## config.mk

```make
export PLATFORM = sky130hd
export DESIGN_NAME = dmx4_32_buf
export DESIGN_NICKNAME = d
export VERILOG_FILES = /design/src/rtl/dmx4_32_buf_pkg.sv /design/src/rtl/dmx_fifo.sv /design/src/rtl/dmx4_32_buf.sv
export SDC_FILE = /design/constraint.sdc
export NUM_CORES = 1
export LEC_CHECK = 0
export CAP_MARGIN = 10
export CORE_ASPECT_RATIO = 1.5
export CORE_MARGIN = 10
export CORE_UTILIZATION = 57
export DETAILED_ROUTE_END_ITERATION = 10
export GPL_TIMING_DRIVEN = 0
export PLACE_DENSITY_LB_ADDON = 0.08
export SLEW_MARGIN = 20
export SYNTH_ARGS = -nofsm -noshare
export SYNTH_HDL_FRONTEND = slang
export SYNTH_SLANG_ARGS = --single-unit
export TNS_END_PERCENT = 100
```

## constraint.sdc

```tcl
create_clock -name clk -period 7.7 [get_ports clk]
set_clock_uncertainty 0.2 [all_clocks]
set_input_delay 1.54 -clock clk [delete_from_list [all_inputs] [get_ports clk]]
set_output_delay 1.54 -clock clk [all_outputs]
set_load 0.02 [all_outputs]
```

## src/rtl/dmx4_32_buf_pkg.sv

```systemverilog
`default_nettype none
// ============================================================================
// Package  : dmx4_32_buf_pkg
// Brief    : Shared constants and width helper for the buffered 1-to-4 demux.
// Revision : 1.0
// ============================================================================
package dmx4_32_buf_pkg;

    localparam int CH_N      = 4;
    localparam int SEL_W     = 2;
    localparam int DEF_WIDTH = 32;
    localparam int DEF_DEPTH = 2;

    function automatic int clog2(input int value);
        int r;
        r = 0;
        for (int i = 0; i < 31; i++) begin
            if ((1 << i) < value) r = i + 1;
        end
        return r;
    endfunction

endpackage
`default_nettype wire

```

## src/rtl/dmx_fifo.sv

```systemverilog
`default_nettype none
// ============================================================================
// Module   : dmx_fifo
// Brief    : Single-clock FIFO for one demux destination; head word is zero when empty.
// Revision : 1.0
// ============================================================================
module dmx_fifo
    import dmx4_32_buf_pkg::*;
#(
    parameter int WIDTH = DEF_WIDTH,
    parameter int DEPTH = DEF_DEPTH,
    localparam int PTR_W = clog2(DEPTH)
) (
    input  logic             clk,
    input  logic             rst,
    input  logic             push,
    input  logic             pop,
    input  logic [WIDTH-1:0] din,
    output logic [WIDTH-1:0] dout,
    output logic             full,
    output logic             empty,
    output logic [PTR_W:0]   count
);

    localparam logic [PTR_W:0] C_FULL = DEPTH[PTR_W:0];

    logic [WIDTH-1:0] r_mem [DEPTH];
    logic [PTR_W-1:0] r_wr_ptr;
    logic [PTR_W-1:0] r_rd_ptr;
    logic [PTR_W:0]   r_count;
    logic             w_push;
    logic             w_pop;

    // Requests are qualified here so the top can pass consumer ready straight through.
    assign w_push = push & ~full;
    assign w_pop  = pop & ~empty;
    assign full   = (r_count == C_FULL);
    assign empty  = (r_count == '0);
    assign count  = r_count;
    assign dout   = empty ? '0 : r_mem[r_rd_ptr];

    always_ff @(posedge clk or posedge rst) begin
        if (rst) begin
            r_wr_ptr <= '0;
            r_rd_ptr <= '0;
            r_count  <= '0;
        end else begin
            if (w_push) r_wr_ptr <= r_wr_ptr + 1'b1;
            if (w_pop)  r_rd_ptr <= r_rd_ptr + 1'b1;
            case ({w_push, w_pop})
                2'b10:   r_count <= r_count + 1'b1;
                2'b01:   r_count <= r_count - 1'b1;
                default: r_count <= r_count;
            endcase
        end
    end

    // Storage is deliberately left out of reset.
    always_ff @(posedge clk) begin
        if (w_push) r_mem[r_wr_ptr] <= din;
    end

endmodule
`default_nettype wire

```

## src/rtl/dmx4_32_buf.sv

```systemverilog
`default_nettype none
// ============================================================================
// Module   : dmx4_32_buf
// Brief    : Buffered 1-to-4 demultiplexer steering a valid/ready stream into four FIFOs.
// Revision : 1.0
// ============================================================================
module dmx4_32_buf
    import dmx4_32_buf_pkg::*;
#(
    parameter int WIDTH = DEF_WIDTH,
    parameter int DEPTH = DEF_DEPTH
) (
    input  logic                  clk,
    input  logic                  rst,
    input  logic                  in_valid,
    output logic                  in_ready,
    input  logic [SEL_W-1:0]      in_sel,
    input  logic [WIDTH-1:0]      in_data,
    output logic [CH_N-1:0]       out_valid,
    input  logic [CH_N-1:0]       out_ready,
    output logic [CH_N*WIDTH-1:0] out_data,
    output logic                  busy
);

    localparam int PTR_W = clog2(DEPTH);

    logic [CH_N-1:0] w_full;
    logic [CH_N-1:0] w_empty;
    logic [PTR_W:0]  w_count [CH_N];

    // Readiness depends only on stored state, never on out_ready.
    assign in_ready = ~w_full[in_sel];

    for (genvar i = 0; i < CH_N; i++) begin : g_ch
        logic w_push;
        assign w_push = in_valid & in_ready & (in_sel == SEL_W'(i));

        dmx_fifo #(
            .WIDTH (WIDTH),
            .DEPTH (DEPTH)
        ) u_fifo (
            .clk   (clk),
            .rst   (rst),
            .push  (w_push),
            .pop   (out_ready[i]),
            .din   (in_data),
            .dout  (out_data[i*WIDTH +: WIDTH]),
            .full  (w_full[i]),
            .empty (w_empty[i]),
            .count (w_count[i])
        );

        assign out_valid[i] = ~w_empty[i];
    end

    always_comb begin
        busy = 1'b0;
        for (int i = 0; i < CH_N; i++) begin
            busy = busy | (w_count[i] != '0);
        end
    end

endmodule
`default_nettype wire

```

Word level (Yosys, flattened, before mapping). Memories as Yosys holds them, arrays and structs flattened. Index checks and enable logic that the tools add are counted.

Output and inout bits: 134. Latch bits: 0. Memory bits (read-only): 0. Bits in registers: 16. Memories kept: 4. Bits in writable memories: 256.

Equality and inequality tests: 15. Divide/modulo/power cells: 0. Shift-type cells: 0. $add $sub $neg: 16. Bitwise gates (word level): 25. Multiply operators: 0. Order comparisons: 1. Multiplexer cells: 18. Reduce and logical (&&, ||, !) cells: 13.

Memories: g_ch[0].u_fifo.r_mem (depth 2, width 32, read ports 1, clocked after memory_dff 0, write ports 1, RTL line dmx_fifo.sv:27) `logic [WIDTH-1:0] r_mem [DEPTH];`; g_ch[1].u_fifo.r_mem (depth 2, width 32, read ports 1, clocked after memory_dff 0, write ports 1, RTL line dmx_fifo.sv:27); g_ch[2].u_fifo.r_mem (depth 2, width 32, read ports 1, clocked after memory_dff 0, write ports 1, RTL line dmx_fifo.sv:27); g_ch[3].u_fifo.r_mem (depth 2, width 32, read ports 1, clocked after memory_dff 0, write ports 1, RTL line dmx_fifo.sv:27).

Operators by type and width (number): 32-bit two-way mux (4); 2-bit equality test (second input constant) (10); 2-bit case mux with 2 select lines (4); 2-bit nonzero test (8); 1-bit AND (13); 2-bit by 1-bit equality test with 1-bit output (second input constant) (5); 2-bit zero test (5); 1-bit two-way mux (9); 1-bit NOT (9); 1-bit adder (second input constant) (8); 2-bit by 1-bit adder with 2-bit output (second input constant) (4); 2-bit by 1-bit subtractor with 2-bit output (second input constant) (4); 2-bit by 3-bit less-than comparator with 1-bit output (second input constant) (1); 1-bit OR (3); 1-bit binary-select mux with 2-bit select (1).

Longest topological paths before layout. Gate-level depths: netlist of the first run.

Depth in word-level cells: 9. Mapped depth: 7.

Modules after synthesis. From an unflattened synthesis of the first run, not the netlist that was laid out.

Cell total of the unflattened synthesis: 630. Area, all modules: 10535.1 µm².

By module, submodules not included: dmx_fifo (area each 2610.0 µm², instances 4, cells each 154, seq. area each 2021.9 µm²); dmx4_32_buf (area each 95.1 µm², instances 1, cells each 14, seq. area each 0.0 µm²).

Worst setup path after synthesis of the first run. Ideal clock, no wire load.

Path type: input port to output port. Start: in in_sel[0]. End: out in_ready. Path slack: 3.874 ns. Data required time: 5.960 ns. Buffers on the path: 0. Arrival: 2.086 ns. Stages: 1. Cell sequence: mux4_2.

Longest elaborated chain between the ends: 3.

Ends and longest elaborated chain: start, declared (RTL line dmx4_32_buf.sv:17) `input logic [SEL_W-1:0] in_sel,`; 1-bit binary-select mux with 2-bit select (RTL line dmx4_32_buf.sv:32) `assign in_ready = ~w_full[in_sel];`; 1-bit two-way mux (implied by the code) (RTL line dmx4_32_buf.sv:32); 1-bit NOT (RTL line dmx4_32_buf.sv:32); end, declared (RTL line dmx4_32_buf.sv:16) `output logic in_ready,`.

No other way between the ends. The select of a mux whose other input is x is not followed.

Worst setup path in the final report of the first run. Ends and elaborated chain as after synthesis.

==> impl_results.md, run 1 <==
- Outcome: completed
- N_diodes: 0
- Vias in the first global route: 6288
- Synthesized area per cell: 17.0 um2
- Placed cells: 1018
- DR iter-0 viols: 453
- R2r endpoint: g_ch[3].u_fifo.r_mem[1][12]
- Crit end category: output pin
- Number of synthesized flops with an enable pin: 256
- Yosys cell types: 23
- DP Wirelength: 17100 um
- Rel. slew slack: 55.7%
- Die width: 131 um
- Switching power: 0.00192 W
- Pre-CTS setup slack: 2690 ps
- Crit Reg-Reg Startpoint: g_ch[3].u_fifo.count[0]
- Total CTS buffers: 24
- Crit path required time: 5960 ps
- Gr usage total: 20.5%
- Gr ovfl total: 0
- Worst-Skew Late Latency: 520 ps
- CTS Hold Buffers Added: 0
- Placed cell areas: 12800 um2
- Final worst slack: 2720 ps
- Min-delay src: g_ch[2].u_fifo.count[1]
- Xor/xnor cell area share of the yosys netlist: 1.66%
- First drt pass iteration count: 5
- Max Clk Rate: 201 MHz
- CTS tree: done
- Post-synthesis compound-gate area fraction: 0%
- Sequential area share after synthesis: 76.9%
- Synth Warn #: 0
- Peak supply drop: 0.273 mV
- Sequential share of power: 34.7%
- Clock-pin slew on the worst setup and hold paths: 60 ps
- Worst min path class: flop to flop
- Clock Path Buffers: 3
- Vias: 5905
- First-pass GRT wire length: 37800 um
- Max-slew violations: 0
- Synth Area in Adders: 0.476%
- Sink Count: 272
- Hold path cells: 1
- Worst Hold Endpoint: g_ch[2].u_fifo.count[1]
- Die area: 24400 um2
- Tmin final: 4980 ps
- Sw Share: 36.3%
- Post-CTS sizing: 0
- Max cap viols: 0
- Die height: 186 um
- R2R depth: 4
- RSZ-0062 raised after global routing: no
- Final TNS setup: 0 ps
- Hold Violations, Final: 0
- Synth area leader: edfxtp_1
- Routed Antenna Nets: 0
- Top_reg_cell synth: edfxtp_1
- Top post-synthesis cells by area: edfxtp_1 (73%), mux2i_1 (12%), nor2_1 (5.0%), dfrtp_1 (3.8%), xnor2_1 (1.0%)
- Clock share of power: 20.4%
- Post-Route M1 WL: 9610 um
- Starting Density: 58.4%
- Vias per inst: 5.57
- Routed wl met3: 1940 um
- Most frequent cells after synthesis: edfxtp_1 (256), nor2_1 (139), mux2i_1 (128), buf_2 (16), dfrtp_1 (16)
- Initial antenna violation count: 0
- Leak: 4.98 nW
- Share of post-route cells with drive strength above 1: 10.7%
- Internal power: 0.00338 W
- H-tree depth: 1
- CP startpoint kind: primary input
- Crit. Startpoint: in_sel[0]
- Port Buf Inserts: 174
- Syn_nets: 664
- # DRC: 0
- Core area: 18000 um2
- Synth Area in Simple Gates: 6.71%
- Async SR Flop Fraction: 5.88%
- Post-synthesis instance area: 10500 um2
- Combinational power share: 44.8%
- Num rows: 60
- Post-Syn Instances: 619
- Largest fanout on the critical path: 5
- PwrDens: 393 nW/um2
- Drt total wl: 25200 um
- Uppermost layer routed: met4
- Routed wire per std cell: 23.8 um
- Slew @ Worst Pin: 664 ps
- WL met2: 13100 um
- Cell with the most instances after synthesis: edfxtp_1
- I/O pin count: 175
- Period utilisation layout: 64.6%
- Nets: 872
- Synth top area share: 73.1%
- Multiplexer share of the synthesized area: 12.4%
- Final std cell area, no fill: 13500 um2
- Crit Path Category: primary input to output pin
- Clock root buffer: clkbuf_16
- # Post-CTS Setup Buffers: 0
- Fin util: 74.8%
- Largest net degree at the start of global routing: 24
- Fillers: 1106
- Flop-to-flop setup slack: 5480 ps
- Non-Filler Instances: 1060
- Synthesis-stage register bit count: 272
- Gpl congestion: 0.773
- P&R area growth vs syn: 28.1%
- CP arrival: 3240 ps
- Combinational family with the most area after synthesis: multiplexers
- Endpoints failing setup: 0
==> critical path, cell delays in order <==
cell	delay, ps
clkdlybuf4s50_1	600
mux4_2	540
clkdlybuf4s50_1	550
==> power by group through the flow <==
stage | Clock, W | Combinational, W | Sequential (W)
5_1_grt | 0.00114 | 0.00251 | 0.00185
2_1_floorplan | 0 | 0.00129 | 0.00185
3_5_place_dp | 0 | 0.00240 | 0.00187
4_1_cts | 0.00110 | 0.00241 | 0.00184
3_3_place_gp | 0 | 0.00233 | 0.00187
6_report | 0.00108 | 0.00237 | 0.00184
==> cells in the final DEF (no fill, tap or decap) <==
cell type	Yosys	final
and2_1	4	4
and3_2	0	1
buf_12	0	3
buf_16	0	5
buf_2	16	16
buf_4	12	12
clkbuf_1	0	7
clkbuf_16	0	25
clkdlybuf4s50_1	0	174
clkinv_1	0	5
clkinv_2	0	5
dfrtp_1	16	16
edfxtp_1	256	256
ha_1	4	4
inv_1	4	4
inv_2	4	4
mux2i_1	128	128
mux4_2	1	1
nand2_1	1	1
nand2b_1	1	1
nand2b_4	3	3
nand4_1	1	1
nand4_2	1	1
nand4b_2	2	2
nor2_1	139	132
nor2_2	1	1
nor2_4	3	10
nor3b_2	1	1
xnor2_1	12	12
xor2_1	8	8
==> cells by family after synthesis <==
| group | count (synthesis) |
|---|---|
| flops | 272 |
| buf+inv | 36 |
| simple gates | 158 |
| xor+xnor | 20 |
| mux | 129 |
| fa+ha+maj | 4 |
==> flip-flops by register name (all words and copies together) (netlist names) <==
signal,cells
g_ch.u_fifo.count,8
g_ch.u_fifo.r_mem,256
g_ch.u_fifo.r_rd_ptr,4
g_ch.u_fifo.r_wr_ptr,4
==> routing by layer <==
metal	vias up	GRT usage (%)
met2	232	35.0
met1	2955	24.5
met4	0	6.57
met3	40	5.10
met5	-	0
li1	2678	-
==> final cells by class <==
class	instances	area (um2)	area share, %
inverters	8	30.0	0.223
flip-flops and latches	272	8090	60.0
plain buffers	28	170	1.26
well taps	217	272	2.01
repair buffers	182	1940	14.4
clock buffers	32	652	4.83
multi-input cells	311	2290	17.0
clock inverters	10	43.8	0.325
==> per-stage QoR <==
stage	power, W	hold WS [ps]
after floorplan	0.00314	260
after global placement	0.00420	274
after detailed placement	0.00427	303
after CTS	0.00534	311
after global routing	0.00551	360
final	0.00530	310
==> worst max-delay path by stage <==
stage / to / depth (start not counted) / slack (ps)
finish: in_ready / 3 / 2720
global route: in_ready / 3 / 2660
CTS: in_ready / 3 / 2700
detailed placement: in_ready / 3 / 2690
global placement: g_ch[0].u_fifo.r_mem[0][17] / 4 / 2030
floorplan: in_ready / 1 / 3870
Note: power is estimated with default switching activity, not from simulation.
==> run 2, diff against run 1 <==
--- a/config.mk
+++ b/config.mk
@@ -8,7 +8,7 @@
 export CAP_MARGIN = 10
 export CORE_ASPECT_RATIO = 1.5
 export CORE_MARGIN = 10
-export CORE_UTILIZATION = 57
+export CORE_UTILIZATION = 53
 export DETAILED_ROUTE_END_ITERATION = 10
 export GPL_TIMING_DRIVEN = 0
 export PLACE_DENSITY_LB_ADDON = 0.08
==> constraint.sdc (replaced) <==
create_clock -name clk -period 5 [get_ports clk]
set_clock_uncertainty 0.2 [all_clocks]
set_input_delay 1 -clock clk [delete_from_list [all_inputs] [get_ports clk]]
set_output_delay 1 -clock clk [all_outputs]
set_load 0.02 [all_outputs]
==> impl_results.md, run 2 (synthesized netlist as in run 1, its figures left out) <==
- Outcome: completed
- Met3 Use GR: 4.17%
- Sink Count: 272
- Peak supply drop: 0.469 mV
- DP Wirelength: 17300 um
- Final Power: 0.00821 W
- H-tree depth: 1
- Starting Density: 53.6%
- Num rows: 63
- Hold Violations, Final: 0
- PwrDens: 605 nW/um2
- Worst min path class: flop to flop
- Clock-pin slew on the worst setup and hold paths: 60 ps
- Largest reg by FF count: g_ch.u_fifo.r_mem
- Worst stage delay on the critical path: 620 ps
- Gpl congestion: 0.782
- Busiest grt layer: met2
- Die area: 26000 um2
- P&R area growth vs syn: 29.0%
- Nets: 872
- Fillers: 1332
- Vias per inst: 5.30
- Endpoints failing setup: 0
- Worst-Skew Late Latency: 510 ps
- DR iter-0 viols: 341
- Max Clk Rate: 255 MHz
- # Post-CTS Setup Buffers: 0
- Drt total wl: 25200 um
- Final std cell area, no fill: 13600 um2
- CP arrival: 2720 ps
- I/O pin count: 175
- Most frequent cells in the layout: edfxtp_1 (256), clkdlybuf4s50_1 (174), nor2_1 (132)
- CTS tree: done
- CTS Hold Buffers Added: 0
- Rel. slew slack: 55.7%
- First drt pass iteration count: 5
- Core area: 19600 um2
- Largest net degree at the start of global routing: 25
- GR Layer Usage met2: 35.0%
- Gr usage total: 19.4%
- CP startpoint kind: primary input
- N_diodes: 0
- Placed cell areas: 12800 um2
- Share of post-route cells with drive strength above 1: 10.9%
- Routed wire per std cell: 22.9 um
- Clock Path Buffers: 3
- # DRC: 0
- Clock root buffer: clkbuf_16
- CP dominant cell by count: clkdlybuf4s50_1
- Routed Antenna Nets: 0
- Hold slack: 336 ps
- Post-CTS sizing: 0
- Total CTS buffers: 24
- First-pass GRT wire length: 38100 um
- Max cap viols: 0
- Period utilisation layout: 78.4%
- Largest fanout on the critical path: 5
- Port Buf Inserts: 174
- Die width: 135 um
- Crit path required time: 3800 ps
- Gr ovfl total: 0
- Max FFs per register: 256
- Leak: 4.99 nW
- RSZ-0062 raised after global routing: no
- Vias: 5842
- Commonest non-fill, non-tap cell in the layout: edfxtp_1
- Slew @ Worst Pin: 664 ps
- Vias in the first global route: 6376
- Crit Path Category: primary input to output pin
- Initial antenna violation count: 1
- Cell chain of the critical path: clkdlybuf4s50_1 -> mux4_2 -> clkdlybuf4s50_1
- Worst path slowest cell: clkdlybuf4s50_1
- Fin util: 69.1%
- Die height: 193 um
- Max-slew violations: 0
- Crit end category: output pin
- Met1 Use GR: 22.6%
- Tmin final: 3920 ps
-- run 2: cell types whose count changed in the layout (fill, tap and decap cells not counted), sizes merged --
cell / change
clkinvlp: +1
bufinv: +1
clkinv: +1
clkbuf: -3
-- run 2: worst paths after layout --
kind | startpoint | to | slack [ps] | depth (start not counted)
min in group asynchronous | rst | g_ch[0].u_fifo.r_wr_ptr | 650 | 2
setup / recovery | in_sel[0] | in_ready | 1080 | 3
max in group asynchronous | rst | g_ch[2].u_fifo.r_wr_ptr | 3560 | 2
setup reg to reg | g_ch[3].u_fifo.count[0] | g_ch[3].u_fifo.r_mem[1][17] | 2800 | 4
hold / removal | g_ch[2].u_fifo.count[1] | g_ch[2].u_fifo.count[1] | 340 | 1
hold reg to reg | g_ch[2].u_fifo.count[1] | g_ch[2].u_fifo.count[1] | 340 | 1
-- run 2: layer usage --
layer	wire (um)	share of wire [%]
met5	10	0.040
met4	648	2.6
met3	1690	6.7
met2	13300	53
met1	9560	38
-- run 2: area by class of cell --
class	instances	area [um2]	share of cell area, %
tap	260	325	2.40
inverter	8	30.0	0.221
clock buffer	29	641	4.72
sequential	272	8090	59.6
buffer	28	170	1.25
clock inverter	13	88.8	0.655
multi-input combinational	311	2290	16.9
timing repair buffer	182	1940	14.3
-- run 2: per-stage QoR --
step	cells	setup WS [ps]	setup TNS, ps
3_5_place_dp	1061	1070	0
2_1_floorplan	619	1720	0
6_report	1103	1080	0
5_1_grt	1103	1040	0
3_3_place_gp	1053	-152	-14360
4_1_cts	1103	1070	0
-- run 2: power by group --
part | switching (W) | internal, W | total [W]
clock network | 0.000766 | 0.000961 | 0.00173
logic | 0.00207 | 0.00157 | 0.00364
registers | 0.000119 | 0.00272 | 0.00283
total | 0.00296 | 0.00525 | 0.00821
-- run 2: critical path: cells and delay by family --
family	cells	cell delay, ps
buffers and inverters	2	1180
muxes	1	540
==> run 3, diff against run 2 <==
--- a/config.mk
+++ b/config.mk
@@ -8,7 +8,7 @@
 export CAP_MARGIN = 10
 export CORE_ASPECT_RATIO = 1.5
 export CORE_MARGIN = 10
-export CORE_UTILIZATION = 53
+export CORE_UTILIZATION = 48
 export DETAILED_ROUTE_END_ITERATION = 10
 export GPL_TIMING_DRIVEN = 0
 export PLACE_DENSITY_LB_ADDON = 0.08
==> constraint.sdc (replaced) <==
create_clock -name clk -period 3.43 [get_ports clk]
set_clock_uncertainty 0.2 [all_clocks]
set_input_delay 0.686 -clock clk [delete_from_list [all_inputs] [get_ports clk]]
set_output_delay 0.686 -clock clk [all_outputs]
set_load 0.02 [all_outputs]
==> impl_results.md, run 3 (synthesized netlist as in run 1, its figures left out) <==
- Outcome: completed
- Clock root buffer: clkbuf_16
- Crit path required time: 2540 ps
- Worst-Skew Late Latency: 520 ps
- H-tree depth: 1
- Rel. slew slack: 52.6%
- Peak supply drop: 0.653 mV
- Largest reg by FF count: g_ch.u_fifo.r_mem
- CP startpoint kind: primary input
- Endpoints failing setup: 0
- Max FFs per register: 256
- Routed Antenna Nets: 0
- Vias in the first global route: 6178
- Max Clk Rate: 305 MHz
- Final Power: 0.0121 W
- Clock share of power: 21.9%
- Largest fanout on the critical path: 5
- Fillers: 1599
- Vias: 5785
- I/O pin count: 175
- Non-Filler Instances: 1119
- Sink Count: 272
- Initial antenna violation count: 0
- Starting Density: 48.6%
- Combinational power share: 44.0%
- Gr usage total: 17.8%
- Die width: 141 um
- Internal power: 0.00774 W
- Multi-input gate area: 2290 um2
- Port Buf Inserts: 174
- Crit Path Category: primary input to output pin
- Slew @ Worst Pin: 710 ps
- Vias per inst: 5.17
- DP Wirelength: 17700 um
- PwrDens: 888 nW/um2
- First-pass GRT wire length: 38500 um
- Gpl congestion: 0.750
- Max cap viols: 0
- Reg area: 8090 um2
- Total CTS buffers: 25
- DR iter-0 viols: 370
- Leak: 5.02 nW
- Tmin final: 3280 ps
- N_diodes: 0
- Die area: 28400 um2
- CP arrival: 2400 ps
- Core area: 21600 um2
- CTS tree: done
- Gr ovfl total: 0
- Period utilisation layout: 95.7%
- Sequential share of power: 34.1%
- Post-CTS sizing: 0
- # Post-CTS Setup Buffers: 0
- Most frequent cells in the layout: edfxtp_1 (256), clkdlybuf4s50_1 (174), nor2_1 (132)
- Die height: 201 um
- Clock Path Buffers: 3
- Clock-pin slew on the worst setup and hold paths: 70 ps
- Worst min path class: primary input to asynchronous set/reset pin
- Drt total wl: 25800 um
- Share of post-route cells with drive strength above 1: 11.2%
- Max-slew violations: 0
- RSZ-0062 raised after global routing: no
- # DRC: 0
- Commonest non-fill, non-tap cell in the layout: edfxtp_1
- Largest net degree at the start of global routing: 25
- Crit end category: output pin
- CTS Hold Buffers Added: 0
- Nets: 873
- Routed wire per std cell: 23.0 um
- Num rows: 66
- Switching power: 0.00437 W
- Sw Share: 36.1%
- Hold Violations, Final: 0
- Placed cells: 1073
- P&R area growth vs syn: 29.7%
- First drt pass iteration count: 5
run 3: cell count changes in the layout (fill, tap and decap cells not counted), sizes merged:
cell      before  now
clkinv        11   12
inv            8    9
clkinvlp       1    2
bufinv         1    2
run 3: layout make-up:
| class | count | area share (%) |
|---|---|---|
| Buffer | 28 | 1.25 |
| Clock buffer | 29 | 4.69 |
| Clock inverter | 17 | 1.05 |
| Inverter | 8 | 0.220 |
| Multi-Input combinational cell | 311 | 16.8 |
| Sequential cell | 272 | 59.3 |
| Timing Repair Buffer | 182 | 14.3 |
| Tap cell | 272 | 2.49 |
run 3: worst max-delay path, stage by stage:
cell and delay [ps]:
clkdlybuf4s50_1 610, mux4_2 540, clkdlybuf4s50_1 560
run 3: power by group through the flow:
| stage | Sequential (W) | Clock, W | Combinational (W) |
|---|---|---|---|
| global route | 0.00416 | 0.00283 | 0.00567 |
| detailed placement | 0.00420 | 0 | 0.00540 |
| global placement | 0.00419 | 0 | 0.00530 |
| finish | 0.00413 | 0.00265 | 0.00533 |
| floorplan | 0.00416 | 0 | 0.00289 |
| CTS | 0.00413 | 0.00270 | 0.00543 |
run 3: routing by layer:
metal  vias up  global-route usage [%]  wire length [um]
met4         0                    3.66               400
met2       176                    32.5             14000
met3        29                    3.89              1490
li1       2683                       -                 -
met5         -                       0                 0
met1      2897                    20.8              9930
run 3: final timing paths:
| path | from | endpoint | slack, ps | cells after the start |
|---|---|---|---|---|
| setup / recovery | in_sel[0] | in_ready | 150 | 3 |
| hold / removal | rst | g_ch[3].u_fifo.r_rd_ptr | 330 | 2 |
| setup reg to reg | g_ch[1].u_fifo.count[0] | g_ch[1].u_fifo.r_mem[1][10] | 1190 | 4 |
| hold reg to reg | g_ch[2].u_fifo.count[1] | g_ch[2].u_fifo.count[1] | 340 | 1 |
| max in group asynchronous | rst | g_ch[0].u_fifo.r_wr_ptr | 2300 | 2 |
| min in group clk | g_ch[2].u_fifo.count[1] | g_ch[2].u_fifo.count[1] | 340 | 1 |
run 3: metrics by stage:
step	setup TNS [ps]	utilization, %	hold slack, ps	cell area [um2]	setup slack (ps)
4_1_cts	0	63.1	336	13600	127
3_3_place_gp	-307110	58.3	275	12600	-1440
5_1_grt	0	63.1	349	13600	73.5
3_5_place_dp	0	59.5	324	12900	142
6_report	0	63.1	335	13600	147
2_1_floorplan	0	-	260	10500	467
